`config.mk`:
```
export PLATFORM = sky130hd
export DESIGN_NAME = lane_rotator
export DESIGN_NICKNAME = d
export VERILOG_FILES = /design/src/rtl/lane_rotator.sv
export SDC_FILE = /design/constraint.sdc
export NUM_CORES = 1
export LEC_CHECK = 0
export ABC_AREA = 1
export ABC_CLOCK_PERIOD_IN_PS = 1700
export CORE_AREA = 2 2 89 112
export DETAILED_ROUTE_END_ITERATION = 8
export DIE_AREA = 0 0 91 114
export MAX_ROUTING_LAYER = met4
export PLACE_DENSITY = 0.79
export SKIP_CTS_REPAIR_TIMING = 1
export SLEW_MARGIN = 20
export SYNTH_ARGS = -nofsm -noshare
export SYNTH_HDL_FRONTEND = slang
export SYNTH_SLANG_ARGS = --single-unit
export TNS_END_PERCENT = 100
```
`constraint.sdc`:
```
create_clock -name clk -period 1.7 [get_ports clk]
set_clock_uncertainty 0.1 [all_clocks]
set_input_delay 0.255 -clock clk [delete_from_list [all_inputs] [get_ports clk]]
set_output_delay 0.255 -clock clk [all_outputs]
set_load 0.005 [all_outputs]
```
`src/rtl/lane_rotator.sv`:
```
// Keccak rho-step lane rotator: rotates one 64-bit lane by its rho offset,
// one bit per clock, behind valid/ready handshakes on both sides.
module lane_rotator #(
   parameter int unsigned N     = 64,
   parameter int unsigned IDX_W = 5
) (
   input  logic             clk,
   input  logic             rst,
   input  logic             in_valid,
   output logic             in_ready,
   input  logic [N-1:0]     lane_in,
   input  logic [IDX_W-1:0] lane_idx,
   output logic             out_valid,
   input  logic             out_ready,
   output logic [N-1:0]     lane_out,
   output logic             busy
);

   localparam int unsigned CW = $clog2(N) + 1;

   typedef enum logic [1:0] {IDLE, ROT, HOLD} state_t;

   state_t        state;
   logic [N-1:0]  sreg;
   logic [CW-1:0] cnt;
   logic [CW-1:0] k;

   // Each step is a rotate-right by one, so a left rotation by r takes N-r steps.
   function automatic logic [CW-1:0] steps_for(input logic [IDX_W-1:0] idx);
      int unsigned i;
      int unsigned rho;
      int unsigned r;
      i = 32'(idx);
      case (i)
         0:  rho = 0;
         1:  rho = 1;
         2:  rho = 62;
         3:  rho = 28;
         4:  rho = 27;
         5:  rho = 36;
         6:  rho = 44;
         7:  rho = 6;
         8:  rho = 55;
         9:  rho = 20;
         10: rho = 3;
         11: rho = 10;
         12: rho = 43;
         13: rho = 25;
         14: rho = 39;
         15: rho = 41;
         16: rho = 45;
         17: rho = 15;
         18: rho = 21;
         19: rho = 8;
         20: rho = 18;
         21: rho = 2;
         22: rho = 61;
         23: rho = 56;
         24: rho = 14;
         default: rho = 0;
      endcase
      r = rho % N;
      steps_for = CW'((N - r) % N);
   endfunction

   always_comb begin
      k = steps_for(lane_idx);
   end

   always_ff @(posedge clk or negedge rst) begin
      if (!rst) begin
         state     <= IDLE;
         sreg      <= '0;
         cnt       <= '0;
         in_ready  <= 1'b1;
         out_valid <= 1'b0;
         busy      <= 1'b0;
      end else begin
         case (state)
            IDLE: begin
               if (in_valid) begin
                  sreg     <= lane_in;
                  cnt      <= k;
                  in_ready <= 1'b0;
                  busy     <= 1'b1;
                  if (k != '0) begin
                     state <= ROT;
                  end else begin
                     state     <= HOLD;
                     out_valid <= 1'b1;
                  end
               end
            end
            ROT: begin
               sreg <= {sreg[0], sreg[N-1:1]};
               cnt  <= cnt - CW'(1);
               if (cnt == CW'(1)) begin
                  state     <= HOLD;
                  out_valid <= 1'b1;
               end
            end
            HOLD: begin
               if (out_ready) begin
                  state     <= IDLE;
                  out_valid <= 1'b0;
                  in_ready  <= 1'b1;
                  busy      <= 1'b0;
               end
            end
            default: begin
               state     <= IDLE;
               out_valid <= 1'b0;
               in_ready  <= 1'b1;
               busy      <= 1'b0;
            end
         endcase
      end
   end

   assign lane_out = sreg;

endmodule

```
## Word level (Yosys, flattened, before mapping)

Memory sizes are Yosys's and may differ from the RTL's.
Cells that the tools add are included.

| word-level totals | value |
|---|---|
| flip-flop bits (word level) | 76 |
| ROM bits | 192 |
| output and inout port bits | 67 |
| logic and storage cells | 43 |
| memories | 1 |

Memory list:

| memory | depth | width | read ports | clocked after Yosys merged registers in | wr ports | line | source |
|---|---|---|---|---|---|---|---|
| (no name shown) | 32 | 6 | 1 | 0 | 0 | 34 | `case (i)` |

| cells by class | value |
|---|---|
| add/sub/neg operators | 2 |
| equal/unequal tests | 7 |
| mux-type cells | 19 |
| bitwise gates (word level) | 1 |
| reduce and logical (&&, ||, !) cells | 7 |

Operator list:

| kind | number |
|---|---|
| $pmux W64 S2 | 1 |
| $mux W64 | 1 |
| $pmux W7 S2 | 1 |
| $pmux W1 S3 | 3 |
| $mux W2 | 4 |
| $ne A2 B2 Y1 const B | 4 |
| $eq A7 B1 Y1 const B | 1 |
| $mux W1 | 7 |
| $mux W7 | 1 |
| $reduce_bool A7 Y1 | 1 |
| $sub A7 B1 Y7 const B | 1 |
| $pmux W2 S3 | 1 |
| $reduce_and A3 Y1 | 2 |
| $sub A1 B6 Y6 const A | 1 |
| $reduce_and A4 Y1 | 1 |
| $eq A2 B1 Y1 const B | 1 |
| $eq A2 B2 Y1 const B | 1 |
| $logic_not A2 Y1 | 1 |
| $reduce_and A2 Y1 | 1 |
| $reduce_bool A2 Y1 | 1 |
| $not A1 Y1 | 1 |

## Longest topological paths before layout

Gate-level depths: netlist of the first run.
An unclocked memory read counts as a cell.

| logic depth | value |
|---|---|
| depth after elaboration | 6 |
| gate-level depth with buffers | 20 |
| depth with buffers taken out | 20 |

## Worst setup path before layout of the first run

OpenSTA, ideal clock, no wires.

| path | value |
|---|---|
| path kind | input-to-reg |
| from | in lane_idx[0] |
| to | reg out_valid |
| setup time | 118 ps |
| data arrival time | 1810 ps |
| data required time | 1482 ps |
| setup slack | -327 ps |
| cell stages on the path | 19 |
| path buffers | 0 |
| cell sequence | inv_1 -> ha_1 -> inv_1 -> nand2_1 -> nand2_1 -> nand2_1 -> nand2_1 -> nand2_1 -> nand2_1 -> inv_1 -> ha_1 -> a21boi_0 -> nand3_1 -> nor2_1 -> nand2_1 -> nand2_2 -> nand2_1 -> nand2_1 -> nand2_1 |

| between the ends | value |
|---|---|
| word-level cells in the longest chain between the ends | 5 |

RTL lines:

| item | line | source |
|---|---|---|
| from (decl) | 12 | `input logic [IDX_W-1:0] lane_idx,` |
| $mem_v2 Z32 W6 | - |  |
| $sub A1 B6 Y6 | 63 | `steps_for = CW'((N - r) % N);` |
| $reduce_bool A7 Y1 | 86 | `if (k != '0) begin` |
| $ne A2 B2 Y1 (no line) | - |  |
| $reduce_and A4 Y1 (no line) | - |  |
| to (signal assigned) | 76 | `out_valid <= 1'b0;` |
| to (signal assigned) | 90 | `out_valid <= 1'b1;` |
| to (signal assigned) | 99 | `out_valid <= 1'b1;` |
| to (decl) | 13 | `output logic out_valid,` |

Every way passes these cells.
A chain may end at the register's enable or synchronous reset.

## Worst setup path after layout of the first run

| path | value |
|---|---|
| from | in lane_idx[1] |
| to | reg out_valid |

Same word-level chain as after synthesis.

==> results.txt, run 1 <==
The initial antenna violation count is 0. Headroom to the max-slew limit came out at 70.0%. The number of global-route vias before repair was 4269. The HPWL after detailed placement is 9130 microns. The TritonCTS buffer count came out at 9. The H-tree level count came out at 3. The final critical-path setup slack is -153 ps. The number of placement rows is 40. The final count of hold timing violations is 0. The final standard cell count with taps included and fillers excluded is 830. The count of TritonRoute iterations in the first routing pass is 4. On the critical path, the stage with the largest delay is an instance of sky130_fd_sc_hd__ha_4. The area added between synthesis and finish is 56.8%.

The maximum resistive drop on vdd is 1010 uV. The die width is 91 microns. For this run, the slowest stage of the critical path takes 250 ps. The Yosys step of the flow raised 0 warnings.

The DRC violation total after the first TritonRoute iteration is 305. The clock-pin transition on the worst setup and hold timing paths came out at 60 ps. The count of buffering cells on the critical path with inverters included is 5. The area of the mapped netlist is 0.00421 sq mm.

The number of failing setup endpoints in the final timing report came out at 5. With fillers left out, the area of the finished cells amounts to 0.00660 sq mm. The number of max-capacitance violations reported came out at 0. The total inserted antenna cells came out at 0. Of the cells placed in the final design, the portion with a size suffix greater than 1 is 15.3%. The global route total overflow came out at 0. The flow ran to the end, but the final reports show violations.

For the pin with the worst max-slew slack, the measured transition is 450 ps. The post-place instance area is 0.00608 sq mm. Along the worst path, the maximum fanout reaches 5. The number of instances in the placed design came out at 806.

The total power per unit cell area is 1830 mW/mm^2. The synthesized flop and latch total came out at 76. The final net count came out at 781. The final route contains 4370 vias. The number of buffers on the longest clock path came out at 2. The cell sitting at the root of the clock tree is a sky130_fd_sc_hd__clkbuf_16. The post-layout total power is 12.1 mW. TritonCTS built the clock tree. The first-pass GRT wire length came out at 20700 microns. The path class of the tightest hold or removal check is input port to asynchronous set/reset pin. By area, the combinational part of the netlist is dominated by compound AO/OA/AOI/OAI gates. The clock drives 76 sinks. The average instance area after synthesis came out at 7.91 sq um.

The number of buffers added on ports is 139. The post-synthesis instance total came out at 532. The total nets after synthesis is 614. Setup repair after global routing could not meet its margin everywhere. The standard cell core area is 0.00941 sq mm.

The worst setup path is launched from an input port. The count of final max-slew check failures came out at 0. Based on the critical path, the design can be clocked at up to 0.540 GHz.

The post-detailed-route wirelength per cell came out at 16.2 microns. The all-layer global routing usage came out at 25.7%. The required time at the endpoint of the critical path came out at 1830 ps. The share of the cycle needed by the critical path after routing came out at 109%. The worst setup path is captured at a register. The total I/O pin count came out at 140. Among cell families on the critical path, the largest total delay comes from simple AND/OR/NAND/NOR gates. The floorplan step defined a die boundary enclosing 0.0104 sq mm. Summing the areas of all compound-gate instances in the mapped netlist gives 22.8% of the synthesized area. The global placer's final weighted congestion came out at 0.865. The maximum number of pins on one net before global-route repair came out at 78. Of the post-synthesis cell area, the part taken by muxes is 0%. At the worst endpoint, the arrival time is 1980 ps. Summing the areas of all and, or, nand and nor instances in the mapped netlist gives 17.0% of the synthesized area.

Yosys mapped the design onto 29 distinct sky130hd cell types. Of the total synthesized cell area, the portion taken by full adders, half adders and majority gates is 2.68%. The total wire length came out at 13400 microns. The routed via count divided by cell count came out at 5.27.

For this run, the register share of the synthesized area comes to 45.2%. The clock latency of the later-clocked register in the worst-skew pair came out at 340 ps. The remaining routing DRC violations came out at 0. The signal on the critical path passes through buf_6, buf_8, inv_12, ha_4, inv_2, nand2_4, nand2_2, nand2_2, nand2_1, nand2_1, nand2_2, inv_2, ha_4, a21boi_4, nand3_2, nor2_2, nand2_1, nand2_2, nand2_1, nand2_1, nand2_1.

From bottom edge to top edge, the die measures 114 microns. The shortest period the worst path allows is 1850 ps. The leakage power came out at 3.03 nW. After Yosys synthesis, XOR and XNOR cells account for 0.416% of the synthesized area. The kind of critical path is input port to register. The effective utilization at floorplan came out at 44.7%. The final reports fail on setup timing. The most repeated library cell on the critical path is sky130_fd_sc_hd__nand2_1. The detail route stage leaves a number of antenna-violating nets equal to 0.
layout make-up:
cell class              instances  area (sq um)
inverters                      89           362
repair buffers                190          1930
fillers                       695          2810
multi-input cells             333          1940
flip-flops and latches         76          1900
well taps                     126           158
clock buffers                  15           278
clock inverters                 1          30.0
registers in the layout, summed over array words and instances, names as in the netlist:
signal and cells:
lane_out 64, cnt 7, in_ready 1, state 2, busy 1, out_valid 1
synthesized netlist by cell type:
master | instances | area [sq um]
sky130_fd_sc_hd__a21boi_0 | 1 | 7.51
sky130_fd_sc_hd__a21oi_1 | 4 | 20.0
sky130_fd_sc_hd__a22oi_1 | 1 | 7.51
sky130_fd_sc_hd__buf_1 | 6 | 22.5
sky130_fd_sc_hd__buf_2 | 11 | 55.1
sky130_fd_sc_hd__buf_6 | 3 | 33.8
sky130_fd_sc_hd__clkbuf_1 | 14 | 52.6
sky130_fd_sc_hd__dfrtp_1 | 75 | 1880
sky130_fd_sc_hd__dfstp_2 | 1 | 26.3
sky130_fd_sc_hd__ha_1 | 9 | 113
sky130_fd_sc_hd__inv_1 | 86 | 323
sky130_fd_sc_hd__inv_2 | 2 | 7.51
sky130_fd_sc_hd__inv_4 | 1 | 6.26
sky130_fd_sc_hd__nand2_1 | 117 | 439
sky130_fd_sc_hd__nand2_2 | 9 | 56.3
sky130_fd_sc_hd__nand3_1 | 18 | 90.1
sky130_fd_sc_hd__nand3_2 | 3 | 30.0
sky130_fd_sc_hd__nand3_4 | 1 | 17.5
sky130_fd_sc_hd__nand3b_1 | 1 | 7.51
sky130_fd_sc_hd__nand4_1 | 2 | 12.5
sky130_fd_sc_hd__nor2_1 | 15 | 56.3
sky130_fd_sc_hd__nor2_2 | 1 | 6.26
sky130_fd_sc_hd__o211ai_1 | 68 | 510
sky130_fd_sc_hd__o21a_1 | 1 | 7.51
sky130_fd_sc_hd__o21ai_0 | 76 | 380
sky130_fd_sc_hd__o21ai_1 | 1 | 5.00
sky130_fd_sc_hd__o221ai_1 | 1 | 8.76
sky130_fd_sc_hd__o22ai_1 | 2 | 12.5
sky130_fd_sc_hd__xor2_1 | 2 | 17.5
metal layers:
| metal | wire length, microns | GRT usage (%) |
|---|---|---|
| met4 | 418 | 10.4 |
| met1 | 5250 | 29.9 |
| met5 | 0 | - |
| met2 | 6820 | 43.6 |
| met3 | 914 | 5.48 |
report_power, final:
part | switching [mW] | total, mW | internal, mW
registers | 0.555 | 3.36 | 2.81
logic | 3.45 | 6.78 | 3.33
clock network | 0.706 | 1.96 | 1.26
cell usage in the layout (no fill, tap or decap), types with 2 or more instances in the layout:
cell type and count:
sky130_fd_sc_hd__clkdlybuf4s50_1 132, sky130_fd_sc_hd__nand2_1 113, sky130_fd_sc_hd__inv_1 83, sky130_fd_sc_hd__dfrtp_1 75, sky130_fd_sc_hd__o21ai_0 73, sky130_fd_sc_hd__o211ai_1 68
sky130_fd_sc_hd__buf_4 37, sky130_fd_sc_hd__nand3_1 15, sky130_fd_sc_hd__nand2_2 11, sky130_fd_sc_hd__clkbuf_16 11, sky130_fd_sc_hd__nor2_1 10, sky130_fd_sc_hd__buf_12 7
sky130_fd_sc_hd__buf_6 6, sky130_fd_sc_hd__nand3_2 5, sky130_fd_sc_hd__nor2_2 4, sky130_fd_sc_hd__o21ai_1 4, sky130_fd_sc_hd__dlymetal6s2s_1 4, sky130_fd_sc_hd__inv_2 3
sky130_fd_sc_hd__a21oi_1 3, sky130_fd_sc_hd__ha_4 3, sky130_fd_sc_hd__ha_2 3, sky130_fd_sc_hd__ha_1 3, sky130_fd_sc_hd__clkbuf_8 3, sky130_fd_sc_hd__clkbuf_1 3
sky130_fd_sc_hd__inv_12 2, sky130_fd_sc_hd__nand3_4 2, sky130_fd_sc_hd__nand2_4 2, sky130_fd_sc_hd__nor2_4 2, sky130_fd_sc_hd__xor2_1 2, sky130_fd_sc_hd__o22ai_1 2
sky130_fd_sc_hd__nand4_1 2
through the flow:
step	setup WS (ps)	utilization (%)	hold slack [ps]	setup TNS (ps)
2_1_floorplan	-105	-	-141	-205
4_1_cts	-518	67.8	-229	-3260
5_1_grt	-309	70.1	338	-1230
3_3_place_gp	-823	64.6	127	-5830
3_5_place_dp	-880	64.6	133	-6460
6_report	-153	70.1	308	-521
path summary, 6_finish.rpt:
path	startpoint	to	slack (ps)	cells past startpoint
max	lane_idx[1]	out_valid$_DFFE_PN0P_	-150	21
min	rst	lane_out[33]$_DFFE_PN0P_	310	2
max reg2reg	state[1]$_DFFE_PN0P_	lane_out[36]$_DFFE_PN0P_	100	7
min reg2reg	out_valid$_DFFE_PN0P_	out_valid$_DFFE_PN0P_	390	2
max in group asynchronous	rst	lane_out[27]$_DFFE_PN0P_	610	3
min in group clk	out_valid$_DFFE_PN0P_	out_valid$_DFFE_PN0P_	390	2
kinds of logic (layout without fill, tap and decap cells):
kind of cell / count (synthesis) / count (layout)
buf+inv: 123 / 295
compound gates: 155 / 155
xor+xnor: 2 / 2
simple gates: 167 / 167
fa+ha+maj: 9 / 9
flops: 76 / 76
(Power assumes the default switching activity.)
==> run 2, diff against run 1 <==
- SLEW_MARGIN: 20 -> default
==> results of run 2 <==
The final DEF is identical to that of run 1; final timing and power are the same.
